[config.mk]
export PLATFORM = sky130hd
export DESIGN_NAME = init_sequencer
export DESIGN_NICKNAME = d
export VERILOG_FILES = /design/src/rtl/init_sequencer.sv
export SDC_FILE = /design/constraint.sdc
export NUM_CORES = 1
export LEC_CHECK = 0
export CAP_MARGIN = 30
export CORE_MARGIN = 2
export CORE_UTILIZATION = 44
export CTS_CLUSTER_SIZE = 28
export DETAILED_ROUTE_END_ITERATION = 10
export PLACE_DENSITY = 0.78
export SYNTH_ARGS = -nofsm -noshare
export SYNTH_HDL_FRONTEND = slang
export SYNTH_SLANG_ARGS = --single-unit
[constraint.sdc]
create_clock -name clk -period 1.9 [get_ports clk]
set_clock_uncertainty 0.2 [all_clocks]
set_input_delay 0.19 -clock clk [delete_from_list [all_inputs] [get_ports clk]]
set_output_delay 0.19 -clock clk [all_outputs]
set_load 0.05 [all_outputs]
[src/rtl/init_sequencer.sv]
// rtl/init_sequencer.sv - table-driven RTC register init sequencer
// Walks N_STEPS (address,data) pairs, holding each for HOLD bus-ready cycles.
module init_sequencer #(
  parameter int ADDR_W   = 8,
  parameter int DATA_W   = 8,
  parameter int N_STEPS  = 2,
  parameter int HOLD     = 36,
  parameter     SEQ_ADDR = {8'h02, 8'h02},
  parameter     SEQ_DATA = {8'h00, 8'h08},
  localparam int SW      = (N_STEPS > 1) ? $clog2(N_STEPS) : 1
) (
  input  logic              clk,
  input  logic              reset,
  input  logic              start,
  input  logic              abort,
  input  logic              loop,
  input  logic              bus_ready,
  output logic [ADDR_W-1:0] address,
  output logic [DATA_W-1:0] data_mod,
  output logic              valid,
  output logic              busy,
  output logic              done,
  output logic [SW-1:0]     step_idx
);

  localparam int CW = $clog2(HOLD + 1);

  if (N_STEPS < 1) begin : g_bad_steps
    $error("init_sequencer: N_STEPS must be >= 1");
  end
  if (HOLD < 1) begin : g_bad_hold
    $error("init_sequencer: HOLD must be >= 1");
  end
  if ($bits(SEQ_ADDR) != N_STEPS * ADDR_W) begin : g_bad_addr_tbl
    $error("init_sequencer: SEQ_ADDR width must be N_STEPS*ADDR_W");
  end
  if ($bits(SEQ_DATA) != N_STEPS * DATA_W) begin : g_bad_data_tbl
    $error("init_sequencer: SEQ_DATA width must be N_STEPS*DATA_W");
  end

  localparam logic [N_STEPS*ADDR_W-1:0] ADDR_TBL = SEQ_ADDR;
  localparam logic [N_STEPS*DATA_W-1:0] DATA_TBL = SEQ_DATA;
  localparam logic [CW-1:0]             CNT_LAST = CW'(HOLD - 1);
  localparam logic [SW-1:0]             LAST_IDX = SW'(N_STEPS - 1);

  typedef enum logic [1:0] {S_IDLE, S_RUN, S_DONE} state_t;

  state_t              state_q, state_d;
  logic [CW-1:0]       cnt_q, cnt_d;
  logic [SW-1:0]       step_q, step_d, step_nxt;
  logic [ADDR_W-1:0]   addr_q, addr_d;
  logic [DATA_W-1:0]   data_q, data_d;
  logic                valid_q, valid_d;
  logic                busy_q, busy_d;
  logic                done_q, done_d;

  function automatic logic [ADDR_W-1:0] addr_at(input logic [SW-1:0] idx);
    addr_at = '0;
    for (int k = 0; k < N_STEPS; k++)
      if (k == int'(idx)) addr_at = ADDR_TBL[k*ADDR_W +: ADDR_W];
  endfunction

  function automatic logic [DATA_W-1:0] data_at(input logic [SW-1:0] idx);
    data_at = '0;
    for (int k = 0; k < N_STEPS; k++)
      if (k == int'(idx)) data_at = DATA_TBL[k*DATA_W +: DATA_W];
  endfunction

  always_comb begin
    state_d  = state_q;
    cnt_d    = cnt_q;
    step_d   = step_q;
    addr_d   = addr_q;
    data_d   = data_q;
    valid_d  = valid_q;
    busy_d   = busy_q;
    done_d   = 1'b0;
    step_nxt = step_q + 1'b1;
    case (state_q)
      S_IDLE: begin
        if (start) begin
          state_d = S_RUN;
          cnt_d   = '0;
          step_d  = '0;
          addr_d  = addr_at('0);
          data_d  = data_at('0);
          valid_d = 1'b1;
          busy_d  = 1'b1;
        end
      end
      S_RUN: begin
        if (abort) begin
          state_d = S_IDLE;
          cnt_d   = '0;
          step_d  = '0;
          addr_d  = '0;
          data_d  = '0;
          valid_d = 1'b0;
          busy_d  = 1'b0;
        end else if (bus_ready) begin
          if (cnt_q != CNT_LAST) begin
            cnt_d = cnt_q + 1'b1;
          end else begin
            cnt_d = '0;
            // Next entry is loaded on the boundary edge itself, so steps abut with no gap.
            if (step_q != LAST_IDX) begin
              step_d = step_nxt;
              addr_d = addr_at(step_nxt);
              data_d = data_at(step_nxt);
            end else if (loop) begin
              step_d = '0;
              addr_d = addr_at('0);
              data_d = data_at('0);
            end else begin
              state_d = S_DONE;
              step_d  = '0;
              addr_d  = '0;
              data_d  = '0;
              valid_d = 1'b0;
              busy_d  = 1'b0;
              done_d  = 1'b1;
            end
          end
        end
      end
      S_DONE: state_d = S_IDLE;
      default: state_d = S_IDLE;
    endcase
  end

  always_ff @(posedge clk or posedge reset) begin
    if (reset) begin
      state_q <= S_IDLE;
      cnt_q   <= '0;
      step_q  <= '0;
      addr_q  <= '0;
      data_q  <= '0;
      valid_q <= 1'b0;
      busy_q  <= 1'b0;
      done_q  <= 1'b0;
    end else begin
      state_q <= state_d;
      cnt_q   <= cnt_d;
      step_q  <= step_d;
      addr_q  <= addr_d;
      data_q  <= data_d;
      valid_q <= valid_d;
      busy_q  <= busy_d;
      done_q  <= done_d;
    end
  end

  assign address  = addr_q;
  assign data_mod = data_q;
  assign valid    = valid_q;
  assign busy     = busy_q;
  assign done     = done_q;
  assign step_idx = step_q;

endmodule

==> Yosys cells after proc, flatten, opt, wreduce, memory -nomap -nowiden <==
Cells that the tools add are included.
{ "word_totals": {"regBits": 27, "input_bits": 6, "output_inout_bits": 20, "word_cells": 68} }
{ "classes": {"addsub": 2, "eq_ne": 7, "mux": 46, "reduce_logical": 6} }
{ "ops": {"columns": ["cell", "n"], "rows": [
  ["8-bit 2-to-1 mux", 9],
  ["8-bit case mux with 2 select lines", 2],
  ["6-bit 2-to-1 mux", 4],
  ["1-bit 2-to-1 mux", 17],
  ["2-bit 2-to-1 mux", 8],
  ["3-bit inequality test (second input constant)", 4],
  ["6-bit case mux with 2 select lines", 1],
  ["4-bit 2-to-1 mux", 2],
  ["6-bit by 1-bit adder with 6-bit output (second input constant)", 1],
  ["6-bit inequality test (second input constant)", 1],
  ["6-bit AND reduction", 1],
  ["5-bit AND reduction", 1],
  ["1-bit case mux with 2 select lines", 2],
  ["2-bit case mux with 2 select lines", 1],
  ["4-bit AND reduction", 1],
  ["3-bit AND reduction", 1],
  ["2-bit by 1-bit equality test with 1-bit output (second input constant)", 1],
  ["2-bit zero test", 1],
  ["2-bit inequality test (second input constant)", 1],
  ["2-bit nonzero test", 1],
  ["1-bit adder (second input constant)", 1]
]} }

==> Longest topological paths before layout <==
{ "logic_depth": {"word_depth": 7, "depth_mapped": 5, "ltp_nobuf": 5} }

==> Worst setup path after synthesis <==
No wires, ideal clock.
{ "synth_timing": {"path_type": "register -> register", "from": "register cnt_q[0]", "to": "register addr_q[1] (netlist: address[1])", "setup_time_ps": 126, "t_arrival_ps": 1389, "required_ps": 1574, "setup_slack_ps": 185, "stages_incl_launch_ff": 5, "n_path_buf": 0, "synth_period_minus_slack_ps": 1715, "path_cell_list": "dfrtp_1 > ha_1 > nand2b_1 > o41a_1 > o32a_1"} }
{ "synth_between": {"elab_chain_len": 3} }
{ "synth_rtl": {"columns": ["item", "line_no", "source"], "rows": [
  ["start, declared", "49", "logic [CW-1:0] cnt_q, cnt_d;"],
  ["start signal, assigned", "143", "cnt_q <= cnt_d;"],
  ["6-bit inequality test", "101", "if (cnt_q != CNT_LAST) begin"],
  ["3-bit inequality test (no line)", null, null],
  ["4-bit AND reduction (no line)", null, null],
  ["end signal, assigned", "145", "addr_q <= addr_d;"],
  ["end, declared", "51", "logic [ADDR_W-1:0] addr_q, addr_d;"]
]} }
No other way between the ends.
A chain may end at the register's enable or synchronous reset.

==> Worst setup path after layout <==
{ "layout_timing": {"from": "register data_q[3] (netlist: data_mod[3])", "to": "output port data_mod[3]"} }
{ "layout_lines": {"columns": ["item", "line_no", "source"], "rows": [
  ["start, declared", "52", "logic [DATA_W-1:0] data_q, data_d;"],
  ["start signal, assigned", "146", "data_q <= data_d;"],
  ["end, declared", "19", "output logic [DATA_W-1:0] data_mod,"]
]} }
No word-level cell between the ends.

==> qor.csv <==
stage,metric,value,unit
clock_tree,clkLatencyLatePin,280,ps
power_and_ir_drop,peakVddDrop,0.4108,mV
synth,syn-instance-count,84,
worst_setup_path,rr_endpoint,data_mod[3],
worst_setup_path,cpMaxStageDelayCell,clkdlybuf4s50_1,
worst_setup_path,required,1510,ps
layout,final_cell_mix,"14 x conb_1, 13 x dfrtp_1, 11 x clkdlybuf4s50_1",
clock_tree,path_clk_slew,80,ps
timing,tightest_slew,498.0,ps
clock_tree,clock_tree.buffer_depth,2,
placed_design,place.port_buffers,11,
power_and_ir_drop,seq_power_share,0.425,
timing,slew_violations,0,
global_routing,grt_pass1_vias,554,
layout,nFillCells,163,
timing,totalNegativeSetupSlack,0,ps
route,drt-vias-per-instance,5.195,
timing,setup_viol_count_final,0,
placed_design,routabilityCongestion,0.8137,
status,status,"finished, final reports clean",
worst_setup_path,critPathMaxStageDelay,810,ps
layout,multi_input_area,360.3,sq um
floorplan,num_rows,15,
worst_setup_path,reg2regPathDepth,4,
floorplan,die_h,45.68,um
clock_tree,postCtsResizedCells,0,
floorplan,die-area,2087,sq um
floorplan,coreArea,1670,sq um
job,cap_viol_max_count,0,
layout,final_area,888.4,sq um
floorplan,start_util,0.4577,
worst_setup_path,cp.arrival,1450,ps
global_routing,grtUsageTotal,0.1505,
global_routing,grt.overflow.total,0,
synth,avgSynthCellArea,9.101,sq um
route,firstDrtPassIters,4,
clock_tree,postCtsHoldBufs,0,
worst_setup_path,path_cells,clkdlybuf4s50_1,
worst_setup_path,r2r_start,cnt_q[0],
worst_setup_path,cp_num_cells,1,
synth,yosys_warnings,0,
power_and_ir_drop,p_switching,287.5,uW
worst_setup_path,crit_family,buffers and inverters,
layout,fin_nets,109,
timing,fin_crit_sh,0.9694,
synth,yosysSeqAreaShare,0.4255,
route,route.detailed.drc,0,
layout,final_util,0.5318,
synth,async_flop_share,1.000,
layout,final_common_cell,conb_1,
timing,final_hold_viol_count,0,
worst_setup_path,r2r_setup_slack,120,ps
floorplan,io_pins,26,
power_and_ir_drop,p_comb_frac,0.339,
layout,antennaDiodeCount,0,
placed_design,place_area,862.1,sq um
global_routing,grt_pass1_wl,2208,um
timing,finalCriticalPeriod,1842,ps
layout,syn_to_final_growth,16.20,%
synth,ys_seq_elements,13,
clock_tree,cts-buffers-inserted,3,
synth,syn_area,764.5,sq um
timing,rsz0062_at_grt,false,
timing,max_freq,0.5429,GHz
clock_tree,clockRootBuffer,clkbuf_4,
worst_setup_path,crit_type,flip-flop to output port,
worst_setup_path,critPathBufInv,1,
floorplan,dieWidth,45.68,um
synth,synth_ff_type,dfrtp_1,
worst_setup_path,worst-path-max-fanout,2,
route,postRouteAntennaNets,0,
route,num_vias,613,
global_routing,grt_max_degree,14,
timing,fin_hold_ws,28.74,ps
worst_setup_path,end_kind,output port,
clock_tree,postCtsSetupBuffers,0,
timing,max-slew-margin-rel,0.6670,
power_and_ir_drop,power_leakage,0.0004005,uW
power_and_ir_drop,p_sw_frac,0.3889,
global_routing,antenna_found_initial,0,
worst_setup_path,startpoint,data_mod[3],
power_and_ir_drop,internal-power,451.8,uW
power_and_ir_drop,powerDensity,832.2,nW/um^2
synth,synth_cell_types,29,
clock_tree,cts_htree_levels,1,
power_and_ir_drop,clkPwrFrac,0.236,
route,dr.first_iter.drc_count,12,
placed_design,place_ws,9.586,ps
route,drt-total-wl,1455,um
worst_hold_path,min_path_type,input port to async pin,
clock_tree,cts_num_sinks,13,
timing,layout_setup_ws,58.20,ps
route,wl_per_cell,12.33,um
worst_setup_path,critPathCapture,data_mod[3],
synth,synth_edf_count,0,
layout,seqCellArea,325.3,sq um
placed_design,dpl.hpwl,1124,um
clock_tree,cts_tree,done,
layout,drive_above_1_share,0.08911,
worst_setup_path,worstSetupStartpointType,flip-flop,
==> final cells by class <==
class	count	area share
flip-flops and latches	13	0.3662
well taps	17	0.02394
multi-input cells	65	0.4056
clock buffers	4	0.02958
inverters	4	0.01690
repair buffers	15	0.1577
==> flip-flops by register name (all words and copies together) (netlist names) <==
register / count
cnt_q: 6
state_q: 2
address: 1
busy: 1
data_mod: 1
done: 1
step_idx: 1
==> cell families after synthesis <==
logic type      count (synthesis)  synth area share
simple gates                   31            0.2193
compound gates                 19            0.1669
buf+inv                        19            0.1669
flops                          13            0.4255
fa+ha+maj                       1           0.01636
other cells                     1          0.004905
==> power by group through the flow <==
stage	clock, uW	combinational [uW]	sequential, uW
global route	189	268	317
floorplan	0	166	365
detailed placement	0	251	319
global placement	0	249	318
finish	174	251	314
CTS	176	252	314
==> Yosys cell counts (2+ instances only) <==
cell / count / area share
buf_4: 15 / 0.15
dfrtp_1: 13 / 0.43
nor2_1: 7 / 0.034
nand2_1: 6 / 0.029
o21ai_0: 5 / 0.033
inv_1: 4 / 0.020
nand2b_1: 3 / 0.025
nand3_1: 3 / 0.020
o21ai_1: 3 / 0.020
and2_1: 2 / 0.016
and3_1: 2 / 0.016
o22ai_1: 2 / 0.016
o31ai_1: 2 / 0.020
o32a_1: 2 / 0.026
==> worst min-delay path by stage <==
stage / startpoint / endpoint / slack (ps)
floorplan: reset / address[1] / -130
global placement: address[1] / address[1] / 290
detailed placement: address[1] / address[1] / 290
CTS: reset / done / 50
global route: reset / cnt_q[4] / 100
finish: reset / done / 30
==> per-layer routing <==
metal / global-route usage / vias to the layer above / part of all wire
li1: - / 300 / -
met2: 0.2366 / 16 / 0.49
met3: 0.02381 / 5 / 0.034
met4: 0.08824 / 0 / 0.017
met5: 0 / - / 0
met1: 0.1931 / 292 / 0.46
==> stage by stage <==
| step | total power [uW] | cells |
|---|---|---|
| 2_1_floorplan | 530.4 | 97 |
| 3_3_place_gp | 566.8 | 114 |
| 3_5_place_dp | 570.0 | 114 |
| 4_1_cts | 741.9 | 118 |
| 5_1_grt | 773.3 | 118 |
| 6_report | 739.3 | 118 |
(Power assumes the default switching activity.)
